File: src/rtl/mby_igr_shim_seg_sched.sv
// mby_igr_shim_seg_sched: per-port segment staging tracker and 2-slot round-robin PB write grant scheduler
// Ports: cclk/rst_n (sync, active-low); i_push_v 3 valids per port; i_pb_stall blocks grants;
// o_gnt_v/o_gnt_port/o_gnt_rptr two registered grant slots; o_xoff per-port threshold backpressure;
// o_ovf sticky drop flag; o_gnt_cnt saturating per-port grant counters, built only when
// MBY_IGR_SHIM_SCHED_STATS_EN is defined (tied to 0 otherwise).
module mby_igr_shim_seg_sched #(
  parameter int NUM_PORTS = 4,
  parameter int DEPTH = 16,
  parameter int XOFF_THR = 10,
  localparam int AW = $clog2(DEPTH)
) (
  input  logic                   cclk,
  input  logic                   rst_n,
  input  logic [NUM_PORTS*3-1:0] i_push_v,
  input  logic                   i_pb_stall,
  output logic [1:0]             o_gnt_v,
  output logic [3:0]             o_gnt_port,
  output logic [2*AW-1:0]        o_gnt_rptr,
  output logic [NUM_PORTS-1:0]   o_xoff,
  output logic [NUM_PORTS-1:0]   o_ovf,
  output logic [NUM_PORTS*32-1:0] o_gnt_cnt
);
  logic [AW:0]   occ    [NUM_PORTS];
  logic [AW-1:0] rptr   [NUM_PORTS];
  logic [1:0]    push_n [NUM_PORTS];
  logic [1:0]    pop    [NUM_PORTS];
  logic [AW:0]   acc    [NUM_PORTS];
  logic [1:0]    rr;
  logic          g0, g1;
  logic [1:0]    p0, p1;
  logic [AW-1:0] r0, r1;

  always_comb begin
    for (int p = 0; p < NUM_PORTS; p++) begin
      push_n[p] = {1'b0, i_push_v[3*p]} + {1'b0, i_push_v[3*p+1]} + {1'b0, i_push_v[3*p+2]};
      acc[p] = ((AW+1)'(push_n[p]) > (AW+1)'(DEPTH) - occ[p]) ? (AW+1)'(DEPTH) - occ[p] : (AW+1)'(push_n[p]);
    end
  end

  // Searches run downward so the last hit, i.e. the nearest port to the start, wins.
  always_comb begin
    g0 = 1'b0;
    p0 = '0;
    g1 = 1'b0;
    p1 = '0;
    for (int i = NUM_PORTS - 1; i >= 0; i--)
      if (occ[rr + 2'(i)] != '0) begin
        g0 = 1'b1;
        p0 = rr + 2'(i);
      end
    for (int i = NUM_PORTS - 1; i >= 1; i--)
      if (occ[p0 + 2'(i)] != '0) begin
        g1 = 1'b1;
        p1 = p0 + 2'(i);
      end
    if (!g1 && occ[p0] >= (AW+1)'(2)) begin
      g1 = 1'b1;
      p1 = p0;
    end
    if (i_pb_stall || !g0) begin
      g0 = 1'b0;
      g1 = 1'b0;
      p0 = '0;
      p1 = '0;
    end
    r0 = rptr[p0];
    r1 = (p1 == p0) ? rptr[p0] + AW'(1) : rptr[p1];
    for (int p = 0; p < NUM_PORTS; p++)
      pop[p] = 2'(g0 && p0 == 2'(p)) + 2'(g1 && p1 == 2'(p));
  end

  always_ff @(posedge cclk) begin
    if (!rst_n) begin
      for (int p = 0; p < NUM_PORTS; p++) begin
        occ[p] <= '0;
        rptr[p] <= '0;
      end
      rr <= '0;
      o_gnt_v <= '0;
      o_gnt_port <= '0;
      o_gnt_rptr <= '0;
      o_xoff <= '0;
      o_ovf <= '0;
    end else begin
      for (int p = 0; p < NUM_PORTS; p++) begin
        occ[p] <= occ[p] + acc[p] - (AW+1)'(pop[p]);
        rptr[p] <= rptr[p] + AW'(pop[p]);
        o_xoff[p] <= occ[p] >= (AW+1)'(XOFF_THR);
        if ((AW+1)'(push_n[p]) > acc[p]) o_ovf[p] <= 1'b1;
      end
      if (g0) rr <= (g1 ? p1 : p0) + 2'd1;
      o_gnt_v <= {g1, g0};
      o_gnt_port <= {p1, p0};
      o_gnt_rptr <= {g1 ? r1 : {AW{1'b0}}, g0 ? r0 : {AW{1'b0}}};
    end
  end

`ifdef MBY_IGR_SHIM_SCHED_STATS_EN
  logic [31:0] cnt [NUM_PORTS];
  always_ff @(posedge cclk) begin
    for (int p = 0; p < NUM_PORTS; p++)
      if (!rst_n) cnt[p] <= '0;
      else cnt[p] <= (cnt[p] > 32'hFFFF_FFFF - 32'(pop[p])) ? 32'hFFFF_FFFF : cnt[p] + 32'(pop[p]);
  end
  for (genvar g = 0; g < NUM_PORTS; g++) begin : g_cnt
    assign o_gnt_cnt[32*g +: 32] = cnt[g];
  end
`else
  assign o_gnt_cnt = '0;
`endif
endmodule
File: config.mk
export PLATFORM = sky130hd
export DESIGN_NAME = mby_igr_shim_seg_sched
export DESIGN_NICKNAME = d
export VERILOG_FILES = /design/src/rtl/mby_igr_shim_seg_sched.sv
export SDC_FILE = /design/constraint.sdc
export NUM_CORES = 1
export LEC_CHECK = 0
export CAP_MARGIN = 30
export CORE_ASPECT_RATIO = 1.25
export CORE_MARGIN = 2
export CORE_UTILIZATION = 45
export DETAILED_ROUTE_END_ITERATION = 8
export PLACE_DENSITY = 0.83
export SLEW_MARGIN = 10
export SYNTH_ARGS = -nofsm -noshare
export SYNTH_HDL_FRONTEND = slang
export SYNTH_SLANG_ARGS = --single-unit
export TNS_END_PERCENT = 5
File: constraint.sdc
create_clock -name cclk -period 16.55 [get_ports cclk]
set_clock_uncertainty 0.15 [all_clocks]
set_input_delay 3.31 -clock cclk [delete_from_list [all_inputs] [get_ports cclk]]
set_output_delay 3.31 -clock cclk [all_outputs]
set_load 0.005 [all_outputs]
==> flow_summary.json <==
{
  "status": "finished clean",
  "drv_slew": 0,
  "finalWirelength_um": 11650,
  "coreArea_mm2": 0.01317,
  "row_count": 47,
  "crit_required_ns": 16.63,
  "grt-ovfl-total": 0,
  "ys_warn_count": 0,
  "hp-start": "o_ovf[0]$_SDFFE_PN0N_",
  "cts_resized": 0,
  "rrSetupSlack_ns": 10.28,
  "critPathLaunchType": "input port",
  "critPathCaptureType": "flop",
  "grt_max_degree": 48,
  "gp_congestion": 0.9376,
  "slew_headroom_pct": 44.52,
  "diodes": 0,
  "area_delta_synth_final_pct": 6.095,
  "drv_cap": 0,
  "async_flop_share_pct": 0,
  "synth-main-ff-cell": "dfxtp_1",
  "min_period_ns": 6.919,
  "grt_pass1_vias": 4189,
  "start_util_pct": 45.66,
  "clock_path_buffers": 2,
  "pre_cts_ws_ns": 9.261,
  "cts_tree": "built",
  "hold_buffers": 0,
  "synth_top_area_share_pct": 20.64,
  "num-nets-final": 832,
  "synth_area_mm2": 0.006015,
  "final.setup.tns_ns": 0,
  "worst_slack_ns": 9.631,
  "max_freq_mhz": 144.5,
  "peakVddDrop_v": 0.0001060,
  "synth_area_leaders": "dfxtp_1, buf_4, ha_1, fa_1, inv_1",
  "clk_latency_ns": 0.34,
  "netlist_instances": 705,
  "vias": 4541,
  "wire_per_inst_um": 12.75,
  "rsz0062_at_grt": "no",
  "syn_avg_cell_area_um2": 8.531,
  "hpwlAfterDp_um": 8856,
  "cts_root_buf": "clkbuf_16",
  "path_max_fanout": 3,
  "clk_pin_slew_worst_paths_ns": 0.06,
  "synth_most_common_cell": "buf_4",
  "cp-startpoint": "i_push_v[3]",
  "p_leak_nw": 2.946,
  "drive_gt1_share_pct": 6.326,
  "die_w_um": 107.4,
  "ys_ff_latch": 62,
  "grt_pass1_wl_um": 19180,
  "synth_cell_types": 72,
  "vias_per_cell": 4.968,
  "path_class": "input port to flop",
  "synth_edf_count": 0,
  "timing.rr.start": "occ[3][1]$_SDFF_PN0_",
  "post-route-period-util_pct": 41.80,
  "worstRegToRegCells": 20,
  "drtAntennaViolNets": 0,
  "synth_top_area_cell": "dfxtp_1",
  "worstReg2RegEnd": "occ[0][4]$_SDFF_PN0_",
  "min_path_type": "flop to flop",
  "yosysSeqAreaShare_pct": 20.64,
  "hold_viol": 0,
  "power.density_mw_per_mm2": 230.2,
  "worstMarginPinSlew_ns": 0.8322,
  "h-tree-depth": 3,
  "die_area_mm2": 0.01431,
  "dr.pass1.iters": 5,
  "die_height_um": 133.3,
  "post_cts_buffers": 0,
  "hold_slack_ns": 0.3174,
  "drt-initial-drc-count": 304,
  "final.fill_count": 1216,
  "io_pins": 165,
  "grt_antenna_before_repair": 0,
  "numCtsBuffers": 9,
  "arrival_ns": 7.00,
  "drc": 0,
  "ys_top_cells_by_count": "buf_4, inv_1, ha_1",
  "port_buffers": 36,
  "hold_path_depth": 1,
  "min_to": "o_ovf[0]$_SDFFE_PN0N_",
  "grt.total_usage_pct": 16.83,
  "finalSetupViolCount": 0,
  "cts.sinks": 62
}
-- worst max-delay path by stage --
stage	to	slack (ns)	depth (start not counted)
floorplan	occ[2][4]$_SDFF_PN0_	9.89	11
global placement	occ[2][4]$_SDFF_PN0_	9.38	12
detailed placement	occ[1][4]$_SDFF_PN0_	9.26	12
CTS	occ[1][4]$_SDFF_PN0_	9.62	12
global route	occ[3][4]$_SDFF_PN0_	9.42	14
finish	occ[1][4]$_SDFF_PN0_	9.63	12
-- layout by cell type, fill, tap and decap left out, drive strengths merged, types with 4 or more instances in the layout --
cell type      count
conb             134
inv               72
ha                63
dfxtp             62
nor2              40
and2              36
clkdlybuf4s50     35
a21oi             33
nand2             27
xnor2             21
o21ai             20
fa                16
a21o              12
nor3              12
clkbuf            11
o21a              10
mux2i              8
or4                8
o221ai             8
nor4               7
nor2b              7
xor2               7
o211ai             7
nand3              6
mux2               6
a211oi             6
a221oi             5
nand2b             5
o22ai              5
nand4              4
o32a               4
o2111ai            4
-- flip-flops by register name, indices dropped and copies added (netlist names), named ones only --
register    count
occ            20
rr              2
o_ovf           4
o_gnt_v         2
rptr           16
o_xoff          4
o_gnt_port      4
o_gnt_rptr      8
-- kinds of logic after synthesis --
| family | after synthesis | synth area share, % |
|---|---|---|
| mux | 14 | 2.455 |
| xor+xnor | 28 | 4.077 |
| other cells | 2 | 0.1249 |
| fa+ha+maj | 79 | 18.43 |
| compound gates | 136 | 17.20 |
| buf+inv | 220 | 22.24 |
| flops | 62 | 20.64 |
| simple gates | 164 | 14.83 |
-- report_power, final --
| part | switching (W) | total (W) | internal [W] | leakage [nW] |
|---|---|---|---|---|
| Sequential | 0.0000509 | 0.000249 | 0.000198 | 0.510 |
| Combinational | 0.000558 | 0.000997 | 0.000439 | 2.27 |
| Clock | 0.0000682 | 0.000223 | 0.000155 | 0.168 |
-- layout make-up --
cell class / instances / area [um^2] / share of cell area (%)
Clock inverter: 5 / 105.1 / 1.647
Multi-Input combinational cell: 555 / 3931 / 61.61
Clock buffer: 11 / 252.7 / 3.961
Sequential cell: 62 / 1241 / 19.45
Timing Repair Buffer: 37 / 362.8 / 5.686
Tap cell: 171 / 214.0 / 3.353
Inverter: 73 / 274.0 / 4.294
-- stage by stage --
stage	util [%]	total power, W	cells	cell area, um^2
2_1_floorplan	-	0.001057	837	6510
3_3_place_gp	45.73	0.001204	898	6023
3_5_place_dp	45.73	0.001231	898	6023
4_1_cts	48.44	0.001466	914	6381
5_1_grt	48.44	0.001619	914	6381
6_report	48.44	0.001469	914	6381
-- worst max-delay path, stage by stage --
cell             delay (ns)
clkdlybuf4s50_1        0.44
fa_1                   0.54
inv_1                  0.06
ha_1                   0.27
a221oi_1               0.42
mux2_2                 0.41
fa_1                   0.50
fa_1                   0.48
a21o_1                 0.17
a21oi_1                0.16
xnor2_1                0.09
and2_1                 0.16
-- metal layers --
layer  vias up  part of all wire, %  track usage [%]
met2       231                   51            29.78
li1       2207                    -                -
met4         0                  3.7            9.188
met1      2064                   39            18.31
met3        39                  6.4            3.963
met5         -                    0                0
Note: power is estimated with default switching activity, not from simulation.
